===== src/rtl/muldiv_ctrl.sv =====
// Iterative MIPS multiply/divide sequencer with its HI/LO register pair and ID-stage stall.
// Optional MULDIV_MTHILO_EN adds MTHI/MTLO write-back ports that write or abort into HI/LO.
module muldiv_ctrl #(
    parameter int ITER  = 32,
    parameter int CNT_W = 6
) (
    input  logic        clk,
    input  logic        rst_n,
    input  logic        Start_id,
    input  logic [1:0]  Op_id,
    input  logic [31:0] RsData_id,
    input  logic [31:0] RtData_id,
    input  logic        HiLoRead_id,
    input  logic        Stall_in,
`ifdef MULDIV_MTHILO_EN
    input  logic        Mthi_wb,
    input  logic        Mtlo_wb,
    input  logic [31:0] RegWriteData_wb,
`endif
    output logic        Stall_md,
    output logic        Busy,
    output logic        Done,
    output logic [31:0] Hi,
    output logic [31:0] Lo
);

    typedef enum logic [1:0] {S_IDLE, S_MUL, S_DIV, S_FIX} state_t;

    state_t            state, next_state;
    logic [CNT_W-1:0]  count;
    logic [63:0]       pair;      // {acc,mplier} or {rem,quot}
    logic [31:0]       opnd;      // multiplicand or divisor magnitude
    logic [31:0]       dividend;
    logic              sign_a, sign_b, is_div, div_zero;
    logic              busy_q, done_q;
    logic [31:0]       hi_q, lo_q;

    logic              wr_hi, wr_lo, wr_any;
    logic [31:0]       wr_data;

`ifdef MULDIV_MTHILO_EN
    assign wr_hi   = Mthi_wb;
    assign wr_lo   = Mtlo_wb;
    assign wr_data = RegWriteData_wb;
`else
    assign wr_hi   = 1'b0;
    assign wr_lo   = 1'b0;
    assign wr_data = 32'd0;
`endif
    assign wr_any = wr_hi | wr_lo;

    logic        accept, signed_op;
    logic [31:0] abs_rs, abs_rt;

    assign accept    = (state == S_IDLE) && Start_id && !Stall_in;
    assign signed_op = !Op_id[0];
    assign abs_rs    = (signed_op && RsData_id[31]) ? (32'd0 - RsData_id) : RsData_id;
    assign abs_rt    = (signed_op && RtData_id[31]) ? (32'd0 - RtData_id) : RtData_id;

    // One shift-add step; the 33-bit sum keeps the carry that shifts into acc.
    logic [32:0] mul_sum;
    logic [63:0] mul_next;
    assign mul_sum  = {1'b0, pair[63:32]} + (pair[0] ? {1'b0, opnd} : 33'd0);
    assign mul_next = {mul_sum, pair[31:1]};

    // One restoring step; the shifted remainder needs 33 bits before the compare.
    logic [64:0] div_shift;
    logic [32:0] div_diff;
    logic        div_ge;
    logic [63:0] div_next;
    assign div_shift = {pair, 1'b0};
    assign div_ge    = div_shift[64:32] >= {1'b0, opnd};
    assign div_diff  = div_shift[64:32] - {1'b0, opnd};
    assign div_next  = div_ge ? {div_diff[31:0], div_shift[31:1], 1'b1} : div_shift[63:0];

    logic [63:0] prod_fix;
    logic [31:0] fix_hi, fix_lo;
    always_comb begin
        prod_fix = (sign_a ^ sign_b) ? (64'd0 - pair) : pair;
        fix_hi   = prod_fix[63:32];
        fix_lo   = prod_fix[31:0];
        if (is_div) begin
            if (div_zero) begin
                fix_hi = dividend;
                fix_lo = 32'hFFFF_FFFF;
            end else begin
                fix_hi = sign_a ? (32'd0 - pair[63:32]) : pair[63:32];
                fix_lo = (sign_a ^ sign_b) ? (32'd0 - pair[31:0]) : pair[31:0];
            end
        end
    end

    always_comb begin
        next_state = state;
        case (state)
            S_IDLE: if (accept) next_state = Op_id[1] ? S_DIV : S_MUL;
            S_MUL, S_DIV: begin
                if (wr_any)              next_state = S_IDLE;
                else if (count == '0)    next_state = S_FIX;
            end
            S_FIX:   next_state = S_IDLE;
            default: next_state = S_IDLE;
        endcase
    end

    always_ff @(posedge clk) begin
        if (!rst_n) begin
            state    <= S_IDLE;
            count    <= '0;
            pair     <= '0;
            opnd     <= '0;
            dividend <= '0;
            sign_a   <= 1'b0;
            sign_b   <= 1'b0;
            is_div   <= 1'b0;
            div_zero <= 1'b0;
            busy_q   <= 1'b0;
            done_q   <= 1'b0;
            hi_q     <= '0;
            lo_q     <= '0;
        end else begin
            state  <= next_state;
            busy_q <= (next_state != S_IDLE);
            done_q <= (next_state == S_FIX);
            case (state)
                S_IDLE: if (accept) begin
                    sign_a   <= signed_op & RsData_id[31];
                    sign_b   <= signed_op & RtData_id[31];
                    is_div   <= Op_id[1];
                    div_zero <= (RtData_id == 32'd0);
                    dividend <= RsData_id;
                    count    <= CNT_W'(ITER - 1);
                    pair     <= {32'd0, Op_id[1] ? abs_rs : abs_rt};
                    opnd     <= Op_id[1] ? abs_rt : abs_rs;
                end
                S_MUL: begin
                    pair <= mul_next;
                    if (count != '0) count <= count - 1'b1;
                end
                S_DIV: begin
                    pair <= div_next;
                    if (count != '0) count <= count - 1'b1;
                end
                default: ;
            endcase
            if (wr_hi)               hi_q <= wr_data;
            else if (state == S_FIX) hi_q <= fix_hi;
            if (wr_lo)               lo_q <= wr_data;
            else if (state == S_FIX) lo_q <= fix_lo;
        end
    end

    assign Busy     = busy_q;
    assign Done     = done_q;
    assign Hi       = hi_q;
    assign Lo       = lo_q;
    assign Stall_md = busy_q && (HiLoRead_id || Start_id);

endmodule


===== config.mk =====
export PLATFORM = sky130hd
export DESIGN_NAME = muldiv_ctrl
export DESIGN_NICKNAME = d
export VERILOG_FILES = /design/src/rtl/muldiv_ctrl.sv
export SDC_FILE = /design/constraint.sdc
export NUM_CORES = 1
export LEC_CHECK = 0
export CAP_MARGIN = 5
export CELL_PAD_IN_SITES_DETAIL_PLACEMENT = 1
export CELL_PAD_IN_SITES_GLOBAL_PLACEMENT = 2
export CORE_ASPECT_RATIO = 1.2
export CORE_MARGIN = 2
export CORE_UTILIZATION = 37
export CTS_CLUSTER_SIZE = 28
export DETAILED_ROUTE_END_ITERATION = 16
export HOLD_SLACK_MARGIN = 0.06
export PLACE_DENSITY_LB_ADDON = 0.1
export SYNTH_ARGS = -nofsm -noshare
export SYNTH_HDL_FRONTEND = slang
export SYNTH_SLANG_ARGS = --single-unit

===== constraint.sdc =====
create_clock -name clk -period 5.7 [get_ports clk]
set_clock_uncertainty 0.2 [all_clocks]
set_input_delay 1.425 -clock clk [delete_from_list [all_inputs] [get_ports clk]]
set_output_delay 1.425 -clock clk [all_outputs]
set_load 0.02 [all_outputs]

==> results.yml <==
setup_path:
  cp-start-kind: "flop"
  required_ns: 5.96
  rrSetupSlack_ns: 1.19
  worstReg2RegStart: "pair[0]"
  reg2reg_depth: 12
  arrival_ns: 4.78
  endpoint: "pair[59]"
  cp-startpoint: "pair[0]"
  r2r_end: "pair[59]"
  cp-end-kind: "flop"
  path_class: "reg2reg"
  cp_max_fo: 20
cts:
  cts_root_buf: "clkbuf_16"
  hold_buffers: 0
  clock_sinks: 206
  htreeDepth: 1
  cts_buffers: 26
  post_cts_buffers: 0
  cts.path.max_buffers: 3
  clkLatencyLatePin_ns: 0.59
  postCtsResizedCells: 0
  path_clk_slew_ns: 0.06
  cts_tree: "built"
power:
  ir_drop_uv: 218
  leakage_nw: 7.16
  power.density_mw_per_mm2: 233
synth:
  yosysSeqAreaShare: 0.255
  synth-main-ff-cell: "dfxtp_1"
  syn-num-nets: 2375
  yosys_warnings: 0
  yosys_register_bits: 206
  netlist_area_mm2: 0.0162
  netlist_instances: 2228
  syn_area_per_cell_um2: 7.26
  synthArstFlopShare: 0
  synth_edf_count: 0
  yosysUniqueCellTypes: 68
routing:
  firstDrtPassIters: 5
  drc_errors: 0
  vias: 17000
  wire_per_inst_um: 24.9
  drt_wl_total_mm: 70.4
  ant_nets: 0
  drtIter0Drc: 1149
  vias_per_cell: 6.02
sta:
  finalSetupViolCount: 0
  tightest_slew_ns: 0.975
  rsz0062_at_grt: "false"
  fmax_mhz: 222
  setup_tns_ns: 0
  drv_slew: 0
  fin_crit_sh: 0.792
  setup_slack_ns: 1.19
  hold_viol: 0
  maxSlewHeadroom: 0.349
  period_needed_ns: 4.51
die:
  coreArea_mm2: 0.0430
  initial_core_util: 0.376
  io_pins: 138
  rows: 83
  fp.dieW_um: 195
  die_y_um: 233
  die-area_mm2: 0.0454
placement:
  pre_cts_ws_ns: 0.961
  io_buffers: 137
  hpwl_mm: 53.7
  routabilityCongestion: 0.896
cells_and_area:
  final_layout_size_suffix_gt1_frac: 0.0527
  syn2layout_area_growth_pct: 15.8
  seqCellArea_mm2: 0.00413
  multi_input_area_mm2: 0.0112
  nets: 2406
  fillCellCount: 5417
  antennaDiodeCount: 0
outcome:
  status: "completed"
global_routing:
  antenna_found_initial: 0
  grt_pass1_wl_mm: 106
  first_global_vias: 17100
  grt.overflow.total: 0
  grt_usage: 0.306
  grt_max_degree: 72
run:
  maxCapViolCount: 0
hold_path:
  hold_path_class: "reg2reg"
[cells in the final DEF, fill, tap and decap left out, types with 45 or more instances in the layout]
cell type        netlist  routed
clkdlybuf4s50_1        0     135
ha_1                  74      72
nand2_1              276     276
o211ai_1              51      51
dfxtp_1              206     204
xor2_1                79      78
a22oi_1               45      45
a21oi_1              246     244
xnor2_1              129     128
o21ai_0              198     198
nor2_1               191     189
inv_1                 57      55
[power by group]
group	internal, mW	switching [mW]	total [mW]
Clock	0.926	0.709	1.63
Sequential	1.51	0.124	1.64
Combinational	0.392	0.696	1.09
[sequential cells by signal, indices dropped and copies added (netlist names)]
| register | cells |
|---|---|
| state | 2 |
| Busy | 1 |
| Done | 1 |
| Hi | 32 |
| opnd | 32 |
| sign_a | 1 |
| dividend | 32 |
| div_zero | 1 |
| is_div | 1 |
| Lo | 32 |
| sign_b | 1 |
| count | 6 |
| pair | 64 |
[per-layer routing]
metal | wire, um | GRT usage | vias up | part of all wire
met2 | 34500 | 0.542 | 425 | 0.49
met4 | 3320 | 0.137 | 0 | 0.047
met3 | 2810 | 0.0297 | 114 | 0.040
met1 | 29700 | 0.376 | 8436 | 0.42
met5 | 0 | 0 | - | 0
li1 | - | - | 8054 | -
[critical path: stages, from the launching register on]
cell	delay [ns]
dfxtp_1	0.39
inv_1	0.58
nor2_1	0.17
fa_1	0.50
a211oi_1	0.27
o21ai_0	0.28
o2111ai_1	0.42
nand2_1	0.15
a31oi_1	0.52
o311ai_0	0.39
xor2_1	0.25
a22oi_1	0.20
o211ai_1	0.10
[synth_stat cells (5+ instances only)]
cell type    n  area, um2
a22oi_1     45        338
nor4_1      14       87.6
a221o_1      7       70.1
nand3_1     37        185
o31ai_1     23        173
o211ai_1    51        383
nand4_1     14       87.6
a21o_1      36        270
a221oi_1     5       43.8
or2_2       12       75.1
and2_1      13       81.3
nor3_1      41        205
o21bai_1     9       67.6
or4_1       10       75.1
a31oi_1     26        163
a21oi_1    246       1230
dfxtp_1    206       4120
a211oi_1    21        158
a22o_1       9       78.8
xor2_1      79        692
o221ai_1     9       78.8
or3_1       18        113
o211a_1      9       90.1
clkbuf_1   154        578
a32o_1       5       50.1
nand2b_1    13       81.3
o21a_1       7       52.6
and3_1      18        113
o21ai_1      5       25.0
o21ai_0    198        991
ha_1        74        926
buf_1       14       52.6
and4_1       5       43.8
mux2i_1     42        420
nor2b_1     12       75.1
a31o_2       6       52.6
nand2_1    276       1040
nor2_1     191        717
xnor2_1    129       1130
inv_1       57        214
o41ai_1     13        114
[logic make-up (layout without fill, tap and decap cells)]
kind of cell,count (synthesis),after routing,synth area share
simple gates,694,694,0.195
fa+ha+maj,76,76,0.0598
buf+inv,230,280,0.0542
xor+xnor,208,208,0.113
compound gates,769,769,0.295
mux,45,45,0.0281
flops,206,206,0.255
[area by class of cell]
type / instances / area share
flip-flops and latches: 206 / 0.221
repair buffers: 176 / 0.0884
clock inverters: 11 / 0.00522
multi-input cells: 1792 / 0.599
inverters: 57 / 0.0114
well taps: 552 / 0.0369
clock buffers: 36 / 0.0384
[how the worst min path moves through the flow]
stage	endpoint	cells after the start	start	slack [ns]
3_3_place_gp	opnd[20]	2	opnd[20]	0.24
4_1_cts	opnd[18]	2	opnd[18]	0.25
5_1_grt	dividend[20]	2	dividend[20]	0.28
3_5_place_dp	opnd[18]	2	opnd[18]	0.25
6_report	opnd[18]	2	opnd[18]	0.25
2_1_floorplan	dividend[15]	2	dividend[15]	0.23
[per-stage QoR]
step	cells	utilization	hold WS, ns	cell area, um2	total power [mW]
after floorplan	2228	-	0.231	16200	2.32
after global placement	2783	0.416	0.241	17900	2.73
after detailed placement	2783	0.416	0.248	17900	2.74
after CTS	2830	0.435	0.253	18700	4.39
after global routing	2830	0.435	0.282	18700	4.56
final	2830	0.435	0.251	18700	4.36
No activity file was read; power rests on OpenSTA's default activity.
